===== src/rtl/mole_scheduler.sv =====
// Whack-a-mole game sequencer: lobby, timed rounds on a 3x3 board, scoring and lives.
// Lit cell comes from a free-running LFSR so player timing perturbs the sequence.
module mole_scheduler #(
    parameter int TICK_DIV  = 500000,
    parameter int GAP_TICKS = 30,
    parameter int UP_TICKS  = 100,
    parameter int ROUNDS    = 30,
    parameter int LIVES     = 3
) (
    input  logic       CLOCK_50,
    input  logic       reset,
    input  logic       iStart,
    input  logic [8:0] hit,
    output logic [8:0] board_out,
    output logic [2:0] state,
    output logic [7:0] score,
    output logic [1:0] lives,
    output logic [5:0] round,
    output logic [1:0] mif_sel,
    output logic       hit_flag,
    output logic       miss_flag
);

    // state | meaning
    // IDLE  | lobby, waiting for start edge
    // ARM   | clear score/round, load lives
    // GAP   | board dark between rounds
    // UP    | one cell lit, waiting for hit or timeout
    // HIT   | score a correct hit
    // MISS  | charge a life
    // OVER  | game over, results held until start edge
    typedef enum logic [2:0] {
        S_IDLE = 3'd0,
        S_ARM  = 3'd1,
        S_GAP  = 3'd2,
        S_UP   = 3'd3,
        S_HIT  = 3'd4,
        S_MISS = 3'd5,
        S_OVER = 3'd6
    } state_t;

    localparam int PW   = (TICK_DIV > 1) ? $clog2(TICK_DIV) : 1;
    localparam int TMAX = (GAP_TICKS > UP_TICKS) ? GAP_TICKS : UP_TICKS;
    localparam int TW   = (TMAX > 1) ? $clog2(TMAX) : 1;

    localparam logic [PW-1:0] PRESC_LOAD = PW'(TICK_DIV - 1);
    localparam logic [TW-1:0] GAP_LOAD   = TW'(GAP_TICKS - 1);
    localparam logic [TW-1:0] UP_LOAD    = TW'(UP_TICKS - 1);

    state_t        state_q, state_d;
    logic          istart_q;
    logic [7:0]    lfsr_q;
    logic          lfsr_fb;
    logic [PW-1:0] presc_q, presc_d;
    logic [TW-1:0] ticks_q, ticks_d;
    logic [3:0]    cell_q, cell_d;
    logic [3:0]    cand;
    logic [3:0]    next_cell;
    logic [7:0]    score_q, score_d;
    logic [1:0]    lives_q, lives_d;
    logic [5:0]    round_q, round_d;
    logic          start_edge;
    logic          expired;

    assign start_edge = iStart & ~istart_q;
    assign expired    = (presc_q == '0) && (ticks_q == '0);
    assign lfsr_fb    = lfsr_q[7] ^ lfsr_q[5] ^ lfsr_q[4] ^ lfsr_q[3];

    always_comb begin
        cand      = (lfsr_q[3:0] < 4'd9) ? lfsr_q[3:0] : (lfsr_q[3:0] - 4'd9);
        next_cell = cand;
        if (cand == cell_q) begin
            next_cell = (cand == 4'd8) ? 4'd0 : (cand + 4'd1);
        end
    end

    always_comb begin
        state_d = state_q;
        cell_d  = cell_q;
        score_d = score_q;
        lives_d = lives_q;
        round_d = round_q;
        case (state_q)
            S_IDLE: begin
                if (start_edge) state_d = S_ARM;
            end
            S_ARM: begin
                score_d = '0;
                lives_d = 2'(LIVES);
                round_d = '0;
                state_d = S_GAP;
            end
            S_GAP: begin
                if (expired) begin
                    cell_d  = next_cell;
                    round_d = round_q + 6'd1;
                    state_d = S_UP;
                end
            end
            S_UP: begin
                // A hit landing on the expiry cycle still counts.
                if (hit[cell_q]) begin
                    score_d = (score_q == 8'hFF) ? score_q : (score_q + 8'd1);
                    state_d = S_HIT;
                end else if (expired) begin
                    lives_d = lives_q - 2'd1;
                    state_d = S_MISS;
                end
            end
            S_HIT: begin
                state_d = (round_q == 6'(ROUNDS)) ? S_OVER : S_GAP;
            end
            S_MISS: begin
                // lives_q already shows the decremented count here.
                state_d = ((lives_q == 2'd0) || (round_q == 6'(ROUNDS))) ? S_OVER : S_GAP;
            end
            S_OVER: begin
                if (start_edge) state_d = S_IDLE;
            end
            default: state_d = S_IDLE;
        endcase
    end

    always_comb begin
        presc_d = presc_q - 1'b1;
        ticks_d = ticks_q;
        if (presc_q == '0) begin
            presc_d = PRESC_LOAD;
            if (ticks_q != '0) ticks_d = ticks_q - 1'b1;
        end
        if (state_d != state_q) begin
            if (state_d == S_GAP) begin
                presc_d = PRESC_LOAD;
                ticks_d = GAP_LOAD;
            end else if (state_d == S_UP) begin
                presc_d = PRESC_LOAD;
                ticks_d = UP_LOAD;
            end
        end
    end

    always_ff @(posedge CLOCK_50 or negedge reset) begin
        if (!reset) begin
            state_q  <= S_IDLE;
            istart_q <= 1'b1;
            lfsr_q   <= 8'hA5;
            presc_q  <= '0;
            ticks_q  <= '0;
            cell_q   <= '0;
            score_q  <= '0;
            lives_q  <= '0;
            round_q  <= '0;
        end else begin
            state_q  <= state_d;
            istart_q <= iStart;
            lfsr_q   <= {lfsr_q[6:0], lfsr_fb};
            presc_q  <= presc_d;
            ticks_q  <= ticks_d;
            cell_q   <= cell_d;
            score_q  <= score_d;
            lives_q  <= lives_d;
            round_q  <= round_d;
        end
    end

    assign board_out = (state_q == S_UP) ? (9'd1 << cell_q) : 9'd0;
    assign state     = state_q;
    assign score     = score_q;
    assign lives     = lives_q;
    assign round     = round_q;
    assign hit_flag  = (state_q == S_HIT);
    assign miss_flag = (state_q == S_MISS);
    assign mif_sel   = (state_q == S_IDLE) ? 2'd0 :
                       (state_q == S_OVER) ? 2'd2 : 2'd1;

endmodule


===== config.mk =====
export PLATFORM = sky130hd
export DESIGN_NAME = mole_scheduler
export DESIGN_NICKNAME = d
export VERILOG_FILES = /design/src/rtl/mole_scheduler.sv
export SDC_FILE = /design/constraint.sdc
export NUM_CORES = 1
export LEC_CHECK = 0
export CAP_MARGIN = 20
export CORE_ASPECT_RATIO = 0.8
export CORE_MARGIN = 3
export CORE_UTILIZATION = 25
export CTS_CLUSTER_SIZE = 30
export DETAILED_ROUTE_END_ITERATION = 8
export HOLD_SLACK_MARGIN = 0.02
export PLACE_DENSITY = 0.48
export SLEW_MARGIN = 40
export SYNTH_ARGS = -nofsm -noshare
export SYNTH_HDL_FRONTEND = slang
export SYNTH_SLANG_ARGS = --single-unit

===== constraint.sdc =====
create_clock -name CLOCK_50 -period 2.7 [get_ports CLOCK_50]
set_input_delay 0.54 -clock CLOCK_50 [delete_from_list [all_inputs] [get_ports CLOCK_50]]
set_output_delay 0.54 -clock CLOCK_50 [all_outputs]
set_load 0.005 [all_outputs]

==> results_tabular.tex, run 1 <==
\begin{tabular}{lr}
\hline
Metric & Value \\
\hline
\multicolumn{2}{l}{\textbf{Status}} \\
\quad Status & complete, no violations \\
\multicolumn{2}{l}{\textbf{Setup path}} \\
\quad Sort of element at the end of the critical path & output pin \\
\quad Worst setup path category & flip-flop to output pin \\
\quad Highest fanout seen on the critical path & 11 \\
\quad R2r worst-path depth & 6 \\
\quad Crit path arrival time & between 2000 and 2500 ps \\
\quad Cell with the biggest individual delay on the critical path & clkdlybuf4s50\_1 \\
\quad Kind of start point of the critical path & flip-flop \\
\quad Critical Path, Cell by Cell & or3\_1 -> nor3b\_1 -> clkdlybuf4s50\_1 \\
\quad Largest stage delay on the critical path & around 540 ps \\
\quad Data required time at the worst endpoint & roughly 2200 ps \\
\multicolumn{2}{l}{\textbf{Timing}} \\
\quad Final-report setup violation count & 0 \\
\quad Final setup margin & about 70 ps \\
\quad Least-Margin Pin Slew & about 650 ps \\
\quad Time the worst path needs with I/O delays and setup & $\sim$2600 ps \\
\quad Unrepaired setup endpoints after global routing & true \\
\quad Final worst path period share & 0.974 \\
\quad Total count of max-transition violations in the final report & 0 \\
\quad Worst slew margin relative to its limit & 0.568 \\
\quad Hold Violations, Final & 0 \\
\quad Max Clock Freq & 0.380 GHz \\
\quad Worst Clk Skew & 5.95 ps \\
\multicolumn{2}{l}{\textbf{Global routing}} \\
\quad Initial antenna violation count & 0 \\
\quad Maximum number of pins on one net before global-route repair & between 50 and 60 \\
\quad First-pass GRT wire length & 14,000 um \\
\quad Vias in the first global route & 2,730 \\
\quad Overall global routing resource usage & 0.120 \\
\quad Residual overflow from global routing & 0 \\
\multicolumn{2}{l}{\textbf{Synth}} \\
\quad Gate count after technology mapping & $\sim$370 \\
\quad Area share of the largest cell type after synthesis & 0.395 \\
\quad Share of synthesized flip-flops with an asynchronous set or reset & 1.00 \\
\quad Number of synthesized register bits & 58 \\
\quad Number of enable flip-flop cells after synthesis & 0 \\
\quad Post-synth design cell area & 3350 um\^{}2 \\
\quad Post-synthesis cell type count & approximately 60 \\
\quad Fraction of the yosys area taken by sequential cells & 0.435 \\
\quad Total nets after synthesis & roughly 400 \\
\quad Cell type with the highest aggregate area in the netlist & dfrtp\_1 \\
\quad Average cell area after synthesis & just over 9 um\^{}2 \\
\quad Most common flop cell mapped by yosys & dfrtp\_1 \\
\quad Yosys warning count & 0 \\
\quad Largest cells by area after synthesis & dfrtp\_1, xnor2\_1, nor2\_1 \\
\multicolumn{2}{l}{\textbf{Layout}} \\
\quad Total Nets Final & approximately 460 \\
\quad Antenna cells & 0 \\
\quad Area growth from synthesis to final layout & 34.1\% \\
\quad Fraction of layout cells with a size suffix above 1 & 0.155 \\
\quad Number of filler cells placed in the layout & around 1,300 \\
\multicolumn{2}{l}{\textbf{Detailed routing}} \\
\quad Count of nets left with antenna violations after detail routing & 0 \\
\quad Total via count after detailed routing & 2,826 \\
\quad Drt first-iter violations & $\sim$200 \\
\quad Wire length after detailed routing & about 8500 um \\
\quad First-pass DRT Iterations & 4 \\
\quad Avg WL per Cell & around 14 um \\
\quad Residual DRC & 0 \\
\quad Via/cell ratio & between 4 and 5 \\
\multicolumn{2}{l}{\textbf{Clocking}} \\
\quad Clock buffer count from CTS & 9 \\
\quad Buffer depth of the longest clock path & 2 \\
\quad Post-cts hold buffer count & 0 \\
\quad Clock transition at the registers of the reported paths & around 50 ps \\
\quad Clock tree from TritonCTS & built \\
\quad Clock tree sinks & 58 \\
\quad CTS H-Tree Depth & 3 \\
\quad Clock Latency Late Sink & 330 ps \\
\quad Cell at the root of the clock tree & clkbuf\_16 \\
\multicolumn{2}{l}{\textbf{Pwr}} \\
\quad Peak VDD IR & just under 300 uV \\
\quad Pwr dens & 763 nW/um\^{}2 \\
\quad Pwr Total & 3.43 mW \\
\quad Reported leakage power & 1.81 nW \\
\multicolumn{2}{l}{\textbf{Die}} \\
\quad Standard cell core area & approximately 13,000 um\^{}2 \\
\quad Horizontal extent of the die & approximately 140 um \\
\quad Initial cell density of the core & 0.258 \\
\quad Chip Height & 110 um \\
\quad I/O pin total & 44 \\
\quad Die footprint & 14,900 um\^{}2 \\
\quad Count of standard-cell rows & 37 \\
\multicolumn{2}{l}{\textbf{Min path}} \\
\quad Min-Delay Path Class & input pin to asynchronous set/reset pin \\
\multicolumn{2}{l}{\textbf{Placement}} \\
\quad Worst slack at placement & -39.5 ps \\
\quad Final Wtd Congestion & 0.797 \\
\quad Detailed placement HPWL & between 6000 and 7000 um \\
\quad Count of port buffers added during placement & 43 \\
\multicolumn{2}{l}{\textbf{Job}} \\
\quad Max Cap Violations & 0 \\
\hline
\end{tabular}
==> worst max-delay path: cells and delay by family, from the launching register on <==
family	cells	cell delay [ps]
and+or+nand+nor	2	700
buffers and inverters	1	540
DFF	1	520
==> routing by layer <==
layer,vias up,share of wire,wire [um],track usage
met5,-,0,0,0
met4,0,0.012,99,0.0353
met3,10,0.038,326,0.0357
met2,40,0.42,3540,0.168
met1,1351,0.53,4560,0.178
li1,1425,-,-,-
==> registers in the layout, indices dropped and copies added, names as in the netlist <==
signal,count
cell_q,4
istart_q,1
lfsr_q,8
lives,2
presc_q,19
round,6
score,8
state,3
ticks_q,7
==> path summary, 6_finish.rpt <==
kind                       slack [ps]                  start               endpoint
max in group asynchronous        2020                  reset     istart_q$_DFF_PN1_
setup / recovery                   70  cell_q[1]$_DFFE_PN0P_           board_out[8]
setup reg to reg                  160   presc_q[6]$_DFF_PN0_  cell_q[3]$_DFFE_PN0P_
hold reg to reg                   350    lfsr_q[6]$_DFF_PN0_    lfsr_q[7]$_DFF_PN1_
min in group CLOCK_50             350    lfsr_q[6]$_DFF_PN0_    lfsr_q[7]$_DFF_PN1_
hold / removal                    260                  reset   score[5]$_DFFE_PN0P_
==> cell families after synthesis <==
family	after synthesis	share of synthesized area
multiplexers	5	0.0190
flip-flops	58	0.435
adder cells (fa/ha/maj)	10	0.0373
AO/OA/AOI/OAI	56	0.112
buffers and inverters	31	0.0354
XOR/XNOR	32	0.0877
AND/OR/NAND/NOR	176	0.274
==> area by class of cell <==
cell class	instances	area, um^2	share of cell area
Clock buffer	10	239	0.0531
Clock inverter	6	80.1	0.0178
Inverter	15	56.3	0.0125
Multi-Input combinational cell	279	1810	0.402
Sequential cell	58	1460	0.324
Tap cell	175	219	0.0487
Timing Repair Buffer	71	639	0.142
==> what timing repair did <==
item	in CTS	in global routing
endpoints found under the setup margin	3	15
pin swaps	0	1
buffers inserted	0	2
gates resized for setup	2	6
==> synth_stat cells (3+ instances only) <==
cell,number
dfrtp_1,53
nor2_1,50
nand2_1,33
xnor2_1,22
inv_1,15
nor3_1,15
o21ai_0,15
clkbuf_1,13
nand3_1,13
ha_1,10
nor4_1,9
xor2_1,9
a21oi_1,8
nand2b_1,7
nand4_1,7
nor2b_1,6
dfstp_2,5
or3_1,5
or4_1,5
and3_1,4
nor3b_1,4
mux2i_1,3
nor4b_1,3
o211ai_1,3
o21a_1,3
o21ai_1,3
or2_2,3
==> metrics by stage <==
step	area, um^2	setup TNS [ps]	util	std cells	hold WS, ps
5_1_grt	4500	-12.9	0.346	614	308
4_1_cts	4460	0	0.343	612	353
2_1_floorplan	3350	0	-	368	244
3_5_place_dp	4130	-39.5	0.318	596	345
6_report	4500	0	0.346	614	263
3_3_place_gp	4130	0	0.318	596	337
==> cell usage in the layout (no fill, tap or decap), types with 8 or more instances in the layout <==
cell type	n
a21oi_1	8
buf_4	27
clkbuf_16	9
clkdlybuf4s50_1	42
dfrtp_1	53
ha_1	10
inv_1	15
nand2_1	32
nand3_1	13
nor2_1	49
nor3_1	15
o21ai_0	15
xnor2_1	22
xor2_1	9
==> power by group <==
part	internal [mW]	switching, mW	total (mW)
combinational	0.493	0.483	0.976
clock	0.825	0.395	1.22
sequential	1.05	0.183	1.24
Note: power is estimated with default switching activity, not from simulation.
==> run 2: changes to the inputs <==
--- a/config.mk
+++ b/config.mk
@@ -7,7 +7,7 @@
 export LEC_CHECK = 0
 export CAP_MARGIN = 20
 export CORE_ASPECT_RATIO = 0.8
-export CORE_MARGIN = 3
+export CORE_MARGIN = 8
 export CORE_UTILIZATION = 25
 export CTS_CLUSTER_SIZE = 30
 export DETAILED_ROUTE_END_ITERATION = 8
==> run 2 against run 1 <==
- total power shrank 1.0%
- clock-buffer cell count is 2 higher
- design area fell by 0.14%
- sequential cell count unchanged
- maximum frequency grew 3.6%
- cell count grew 0.33%
- first-iteration DRC count is 33% lower
- sequential power hardly changed
- sequential share of layout area hardly changed
- clock power is essentially flat
- hold slack better by 17 ps
==> results_tabular.tex, run 2 (same netlist as run 1, synthesis figures left out) <==
\begin{tabular}{lr}
\hline
Metric & Value \\
\hline
\multicolumn{2}{l}{\textbf{Clocking}} \\
\quad Buffer depth of the longest clock path & 2 \\
\quad Clock transition at the registers of the reported paths & approximately 50 ps \\
\quad Count of instances resized after the clock tree is built & 1 \\
\quad CTS H-Tree Depth & 3 \\
\quad Post-cts hold buffer count & 0 \\
\quad Clock Latency Late Sink & roughly 330 ps \\
\quad Cell at the root of the clock tree & clkbuf\_16 \\
\quad Clock tree sinks & 58 \\
\quad Clock tree from TritonCTS & built \\
\quad Number of buffers inserted to repair setup after CTS & 0 \\
\quad Clock buffer count from CTS & 9 \\
\multicolumn{2}{l}{\textbf{Detailed routing}} \\
\quad Met1 wire length & 4420 um \\
\quad Top layer used by detailed routing & met4 \\
\quad Via/cell ratio & about 4.6 \\
\quad Drt first-iter violations & 130 \\
\quad Wire length after detailed routing & roughly 8600 um \\
\quad Length of routed met2 wiring & between 3000 and 4000 um \\
\quad Count of nets left with antenna violations after detail routing & 0 \\
\quad Total via count after detailed routing & 2,851 \\
\quad Residual DRC & 0 \\
\quad Routed length on met3 & between 300 and 400 um \\
\quad Avg WL per Cell & $\sim$14 um \\
\quad First-pass DRT Iterations & 4 \\
\multicolumn{2}{l}{\textbf{Timing}} \\
\quad Worst-case hold slack & 280 ps \\
\quad Unrepaired setup endpoints after global routing & true \\
\quad Hold Violations, Final & 0 \\
\quad Worst slew margin relative to its limit & 0.584 \\
\quad Final worst path period share & 0.940 \\
\quad Max Clock Freq & between 0.3 and 0.4 GHz \\
\quad Final-report setup violation count & 0 \\
\quad Total count of max-transition violations in the final report & 0 \\
\quad Final setup margin & 163 ps \\
\quad Least-Margin Pin Slew & a little over 600 ps \\
\quad Worst Clk Skew & 8.02 ps \\
\quad Time the worst path needs with I/O delays and setup & 2540 ps \\
\multicolumn{2}{l}{\textbf{Global routing}} \\
\quad Residual overflow from global routing & 0 \\
\quad Vias in the first global route & $\sim$2,700 \\
\quad Overall global routing resource usage & 0.102 \\
\quad Maximum number of pins on one net before global-route repair & between 50 and 60 \\
\quad Initial antenna violation count & 0 \\
\quad First-pass GRT wire length & between 10,000 and 15,000 um \\
\multicolumn{2}{l}{\textbf{Die}} \\
\quad I/O pin total & 44 \\
\quad Initial cell density of the core & 0.252 \\
\quad Standard cell core area & roughly 13,000 um\^{}2 \\
\quad Chip Height & 120 um \\
\quad Die footprint & around 17,000 um\^{}2 \\
\quad Horizontal extent of the die & $\sim$150 um \\
\quad Count of standard-cell rows & 38 \\
\multicolumn{2}{l}{\textbf{Layout}} \\
\quad Register with the most flip-flops & presc\_q \\
\quad Final cell count without fillers & between 600 and 700 \\
\quad Antenna cells & 0 \\
\quad Total Nets Final & around 450 \\
\quad Number of filler cells placed in the layout & between 1,000 and 1,500 \\
\quad Area growth from synthesis to final layout & 33.9\% \\
\quad Leading cell type in the layout, fill and taps excluded & dfrtp\_1 \\
\quad Fraction of layout cells with a size suffix above 1 & 0.154 \\
\quad Max reg flops & 19 \\
\quad Highest-count cells in the layout ignoring fill and taps & dfrtp\_1, nor2\_1, clkdlybuf4s50\_1 \\
\quad Post-Route Utilization & 0.337 \\
\multicolumn{2}{l}{\textbf{Pwr}} \\
\quad Peak VDD IR & $\sim$340 uV \\
\quad Pwr dens & between 700 and 800 nW/um\^{}2 \\
\quad Reported leakage power & $\sim$1.8 nW \\
\multicolumn{2}{l}{\textbf{Setup path}} \\
\quad Worst setup path category & flip-flop to flip-flop \\
\quad Worst setup path startpoint & ticks\_q[2]\$\_DFF\_PN0\_ \\
\quad Highest fanout seen on the critical path & 6 \\
\quad Crit path arrival time & about 2800 ps \\
\quad Setup slack of the worst register-to-register path & approximately 160 ps \\
\quad Sort of element at the end of the critical path & flip-flop \\
\quad R2r worst-path depth & 6 \\
\quad Kind of start point of the critical path & flip-flop \\
\quad Data required time at the worst endpoint & 2950 ps \\
\quad Reg-to-reg endpoint & cell\_q[0]\$\_DFFE\_PN0P\_ \\
\quad Worst R2R Start & ticks\_q[2]\$\_DFF\_PN0\_ \\
\multicolumn{2}{l}{\textbf{Job}} \\
\quad Max Cap Violations & 0 \\
\multicolumn{2}{l}{\textbf{Placement}} \\
\quad Count of port buffers added during placement & 43 \\
\quad Placed cell count & 600 \\
\quad Detailed placement HPWL & between 6000 and 7000 um \\
\quad Final Wtd Congestion & approximately 0.77 \\
\quad Worst slack at placement & about 37 ps \\
\multicolumn{2}{l}{\textbf{Min path}} \\
\quad Min-Delay Path Class & input pin to asynchronous set/reset pin \\
\multicolumn{2}{l}{\textbf{Status}} \\
\quad Status & complete, no violations \\
\hline
\end{tabular}
## run 2: worst max path at each step
stage | endpoint | slack, ps | depth (start not counted)
after global routing | ticks_q[6]$_DFF_PN0_ | -20 | 8
after detailed placement | ticks_q[6]$_DFF_PN0_ | 40 | 8
after CTS | board_out[8] | 20 | 5
final | cell_q[0]$_DFFE_PN0P_ | 160 | 6
after global placement | lives[0]$_DFFE_PN0P_ | 80 | 10
after floorplan | ticks_q[6]$_DFF_PN0_ | 30 | 10
## run 2: critical path, stage by stage, from the launching register on
cell,delay [ps]
dfrtp_1,410
or4_1,600
or3b_2,590
nor4_4,410
buf_4,210
o21ai_0,70
o21ai_0,160
## run 2: metrics by stage
stage | cell area (um^2) | total power [mW] | TNS (ps)
after floorplan | 3350 | 1.79 | 0
after global placement | 4130 | 2.22 | 0
after detailed placement | 4130 | 2.23 | 0
after CTS | 4450 | 3.44 | 0
after global routing | 4490 | 3.61 | -18.6
final | 4490 | 3.40 | 0
## run 2: final cells by class
type	instances	area [um^2]	share of cell area
Multi-Input combinational cell	279	1820	0.405
Sequential cell	58	1460	0.325
Timing Repair Buffer	68	619	0.138
Clock buffer	12	267	0.0593
Tap cell	180	225	0.0501
Inverter	15	56.3	0.0125
Clock inverter	4	48.8	0.0109
## run 2: report_power, final
part           internal [mW]  switching, mW  leakage [nW]
registers               1.05          0.182         0.701
clock network          0.787          0.401         0.159
logic                  0.488          0.487         0.955
## run 2: routing by layer
metal  vias to the layer above  global-route usage
met1                      1363               0.140
met5                         -                   0
met2                        55               0.150
li1                       1424                   -
met4                         0              0.0376
met3                         9              0.0286
==> run 3: changes to the inputs <==
--- a/config.mk
+++ b/config.mk
@@ -9,6 +9,7 @@
 export CORE_ASPECT_RATIO = 0.8
 export CORE_MARGIN = 8
 export CORE_UTILIZATION = 25
+export CTS_BUF_LIST = sky130_fd_sc_hd__clkbuf_8
 export CTS_CLUSTER_SIZE = 30
 export DETAILED_ROUTE_END_ITERATION = 8
 export HOLD_SLACK_MARGIN = 0.02
==> run 3 against run 2 <==
- via count decreased by 0.88%
- wire length decreased by 1.1%
- largest power group unchanged
- critical endpoint is now board_out[0]
- sequential cell count unchanged
- non-clock buffer count unchanged
- largest cell class unchanged
==> results_tabular.tex, run 3 (same netlist as run 1, synthesis figures left out) <==
\begin{tabular}{lr}
\hline
Metric & Value \\
\hline
\multicolumn{2}{l}{\textbf{Timing}} \\
\quad Final worst path period share & 0.940 \\
\quad Least-Margin Pin Slew & 619 ps \\
\quad Unrepaired setup endpoints after global routing & true \\
\quad Max Clock Freq & 0.394 GHz \\
\quad Summed negative setup slack over all endpoints & 0 ps \\
\quad Final-report setup violation count & 0 \\
\quad Time the worst path needs with I/O delays and setup & $\sim$2500 ps \\
\quad Worst Clk Skew & roughly 15 ps \\
\quad Worst slew margin relative to its limit & 0.586 \\
\quad Hold Violations, Final & 0 \\
\quad Total count of max-transition violations in the final report & 0 \\
\multicolumn{2}{l}{\textbf{Die}} \\
\quad Initial cell density of the core & 0.252 \\
\quad Horizontal extent of the die & 146 um \\
\quad Chip Height & about 120 um \\
\quad I/O pin total & 44 \\
\quad Standard cell core area & 13,300 um\^{}2 \\
\quad Count of standard-cell rows & 38 \\
\quad Die footprint & roughly 17,000 um\^{}2 \\
\multicolumn{2}{l}{\textbf{Pwr}} \\
\quad Part of the power in the clock network & 0.279 \\
\quad Logic gate share of total power & 0.318 \\
\quad Internal power & 2.04 mW \\
\quad Reported leakage power & approximately 1.8 nW \\
\quad P\_sw & slightly above 1 mW \\
\quad Pwr dens & 698 nW/um\^{}2 \\
\quad Peak VDD IR & $\sim$330 uV \\
\quad Net switching fraction of the power & 0.333 \\
\quad Pwr Total & around 3.1 mW \\
\quad Sequential share of power & 0.403 \\
\multicolumn{2}{l}{\textbf{Layout}} \\
\quad Antenna cells & 0 \\
\quad Fraction of layout cells with a size suffix above 1 & 0.154 \\
\quad Multi-input logic area & around 1800 um\^{}2 \\
\quad Cell area after layout & approximately 4400 um\^{}2 \\
\quad Area growth from synthesis to final layout & 30.8\% \\
\quad Register with the most flip-flops & presc\_q \\
\quad Number of filler cells placed in the layout & 1,387 \\
\quad Highest-count cells in the layout ignoring fill and taps & dfrtp\_1, nor2\_1, clkdlybuf4s50\_1 \\
\quad Total Nets Final & around 450 \\
\quad Max reg flops & 19 \\
\quad Footprint of the flip-flops and latches & 1460 um\^{}2 \\
\quad Leading cell type in the layout, fill and taps excluded & dfrtp\_1 \\
\multicolumn{2}{l}{\textbf{Setup path}} \\
\quad Data required time at the worst endpoint & $\sim$2200 ps \\
\quad Kind of start point of the critical path & flip-flop \\
\quad Sort of element at the end of the critical path & output pin \\
\quad Worst setup path category & flip-flop to output pin \\
\quad Highest fanout seen on the critical path & 4 \\
\quad Crit path arrival time & around 2000 ps \\
\multicolumn{2}{l}{\textbf{Placement}} \\
\quad Count of port buffers added during placement & 43 \\
\quad Final Wtd Congestion & 0.774 \\
\quad Detailed placement HPWL & approximately 6200 um \\
\quad Placed cell area & $\sim$4100 um\^{}2 \\
\multicolumn{2}{l}{\textbf{Clocking}} \\
\quad CTS H-Tree Depth & 3 \\
\quad Cell at the root of the clock tree & clkbuf\_8 \\
\quad Number of buffers inserted to repair setup after CTS & 0 \\
\quad Clock transition at the registers of the reported paths & approximately 70 ps \\
\quad Buffer depth of the longest clock path & 2 \\
\quad Post-cts hold buffer count & 0 \\
\quad Clock tree sinks & 58 \\
\quad Clock tree from TritonCTS & built \\
\quad Clock buffer count from CTS & 9 \\
\quad Clock Latency Late Sink & 340 ps \\
\multicolumn{2}{l}{\textbf{Global routing}} \\
\quad First-pass GRT wire length & between 10,000 and 15,000 um \\
\quad Overall global routing resource usage & 0.101 \\
\quad Maximum number of pins on one net before global-route repair & $\sim$60 \\
\quad Initial antenna violation count & 0 \\
\quad Vias in the first global route & 2,752 \\
\quad Residual overflow from global routing & 0 \\
\multicolumn{2}{l}{\textbf{Detailed routing}} \\
\quad Avg WL per Cell & around 14 um \\
\quad Via/cell ratio & approximately 4.6 \\
\quad Total via count after detailed routing & around 2,800 \\
\quad Drt first-iter violations & around 150 \\
\quad First-pass DRT Iterations & 5 \\
\quad Count of nets left with antenna violations after detail routing & 0 \\
\quad Residual DRC & 0 \\
\quad Wire length after detailed routing & around 8500 um \\
\multicolumn{2}{l}{\textbf{Job}} \\
\quad Max Cap Violations & 0 \\
\multicolumn{2}{l}{\textbf{Min path}} \\
\quad Min-Delay Path Class & input pin to asynchronous set/reset pin \\
\multicolumn{2}{l}{\textbf{Status}} \\
\quad Status & complete, no violations \\
\hline
\end{tabular}
run 3: layout make-up:
cell class                      instances  area share
Multi-Input combinational cell        279       0.414
Tap cell                              180      0.0513
Sequential cell                        58       0.332
Clock buffer                           12      0.0376
Inverter                               15      0.0128
Timing Repair Buffer                   68       0.140
Clock inverter                          4      0.0111
run 3: path summary, 6_finish.rpt:
kind	start	to	slack, ps	depth (start not counted)
worst min register to register	lfsr_q[6]$_DFF_PN0_	lfsr_q[7]$_DFF_PN1_	360	0
max in group asynchronous	reset	presc_q[14]$_DFF_PN0_	2040	2
worst max-delay path	state[2]$_DFF_PN0_	board_out[0]	160	5
worst max register to register	ticks_q[2]$_DFF_PN0_	cell_q[0]$_DFFE_PN0P_	170	6
worst min-delay path	reset	presc_q[5]$_DFF_PN0_	270	2
min in group CLOCK_50	lfsr_q[6]$_DFF_PN0_	lfsr_q[7]$_DFF_PN1_	360	0
run 3: power by group through the flow:
| stage | clock (mW) | combinational [mW] | sequential, mW |
|---|---|---|---|
| after global placement | 0 | 0.973 | 1.24 |
| after detailed placement | 0 | 0.982 | 1.25 |
| after floorplan | 0 | 0.574 | 1.22 |
| after global routing | 0.919 | 1.09 | 1.27 |
| after CTS | 0.886 | 0.985 | 1.24 |
| final | 0.853 | 0.974 | 1.23 |
run 3: worst max-delay path: stages, from the launching register on:
cell and delay (ps):
dfrtp_1 390, nor2b_2 140, nand2_2 100, or3_1 370, nor3_1 140, clkdlybuf4s50_1 530
run 3: metrics by stage:
stage / worst slack [ps] / hold slack [ps] / std cells / util
finish: 161 / 267 / 616 / 0.330
CTS: 68.7 / 359 / 616 / 0.326
global placement: 77.7 / 335 / 600 / 0.310
detailed placement: 37.3 / 346 / 600 / 0.310
floorplan: 26.7 / 244 / 368 / -
global route: -21.4 / 325 / 616 / 0.330
run 3: routing by layer:
layer | track usage | part of all wire | vias to the layer above
met5 | 0 | 0 | -
li1 | - | - | 1421
met2 | 0.150 | 0.44 | 51
met3 | 0.0293 | 0.038 | 10
met1 | 0.139 | 0.51 | 1344
met4 | 0.0311 | 0.011 | 0
run 3: timing repair:
item / in CTS / in global routing
resized for setup: 2 / 8
setup endpoints to repair: 2 / 15
pin swaps: 0 / 0
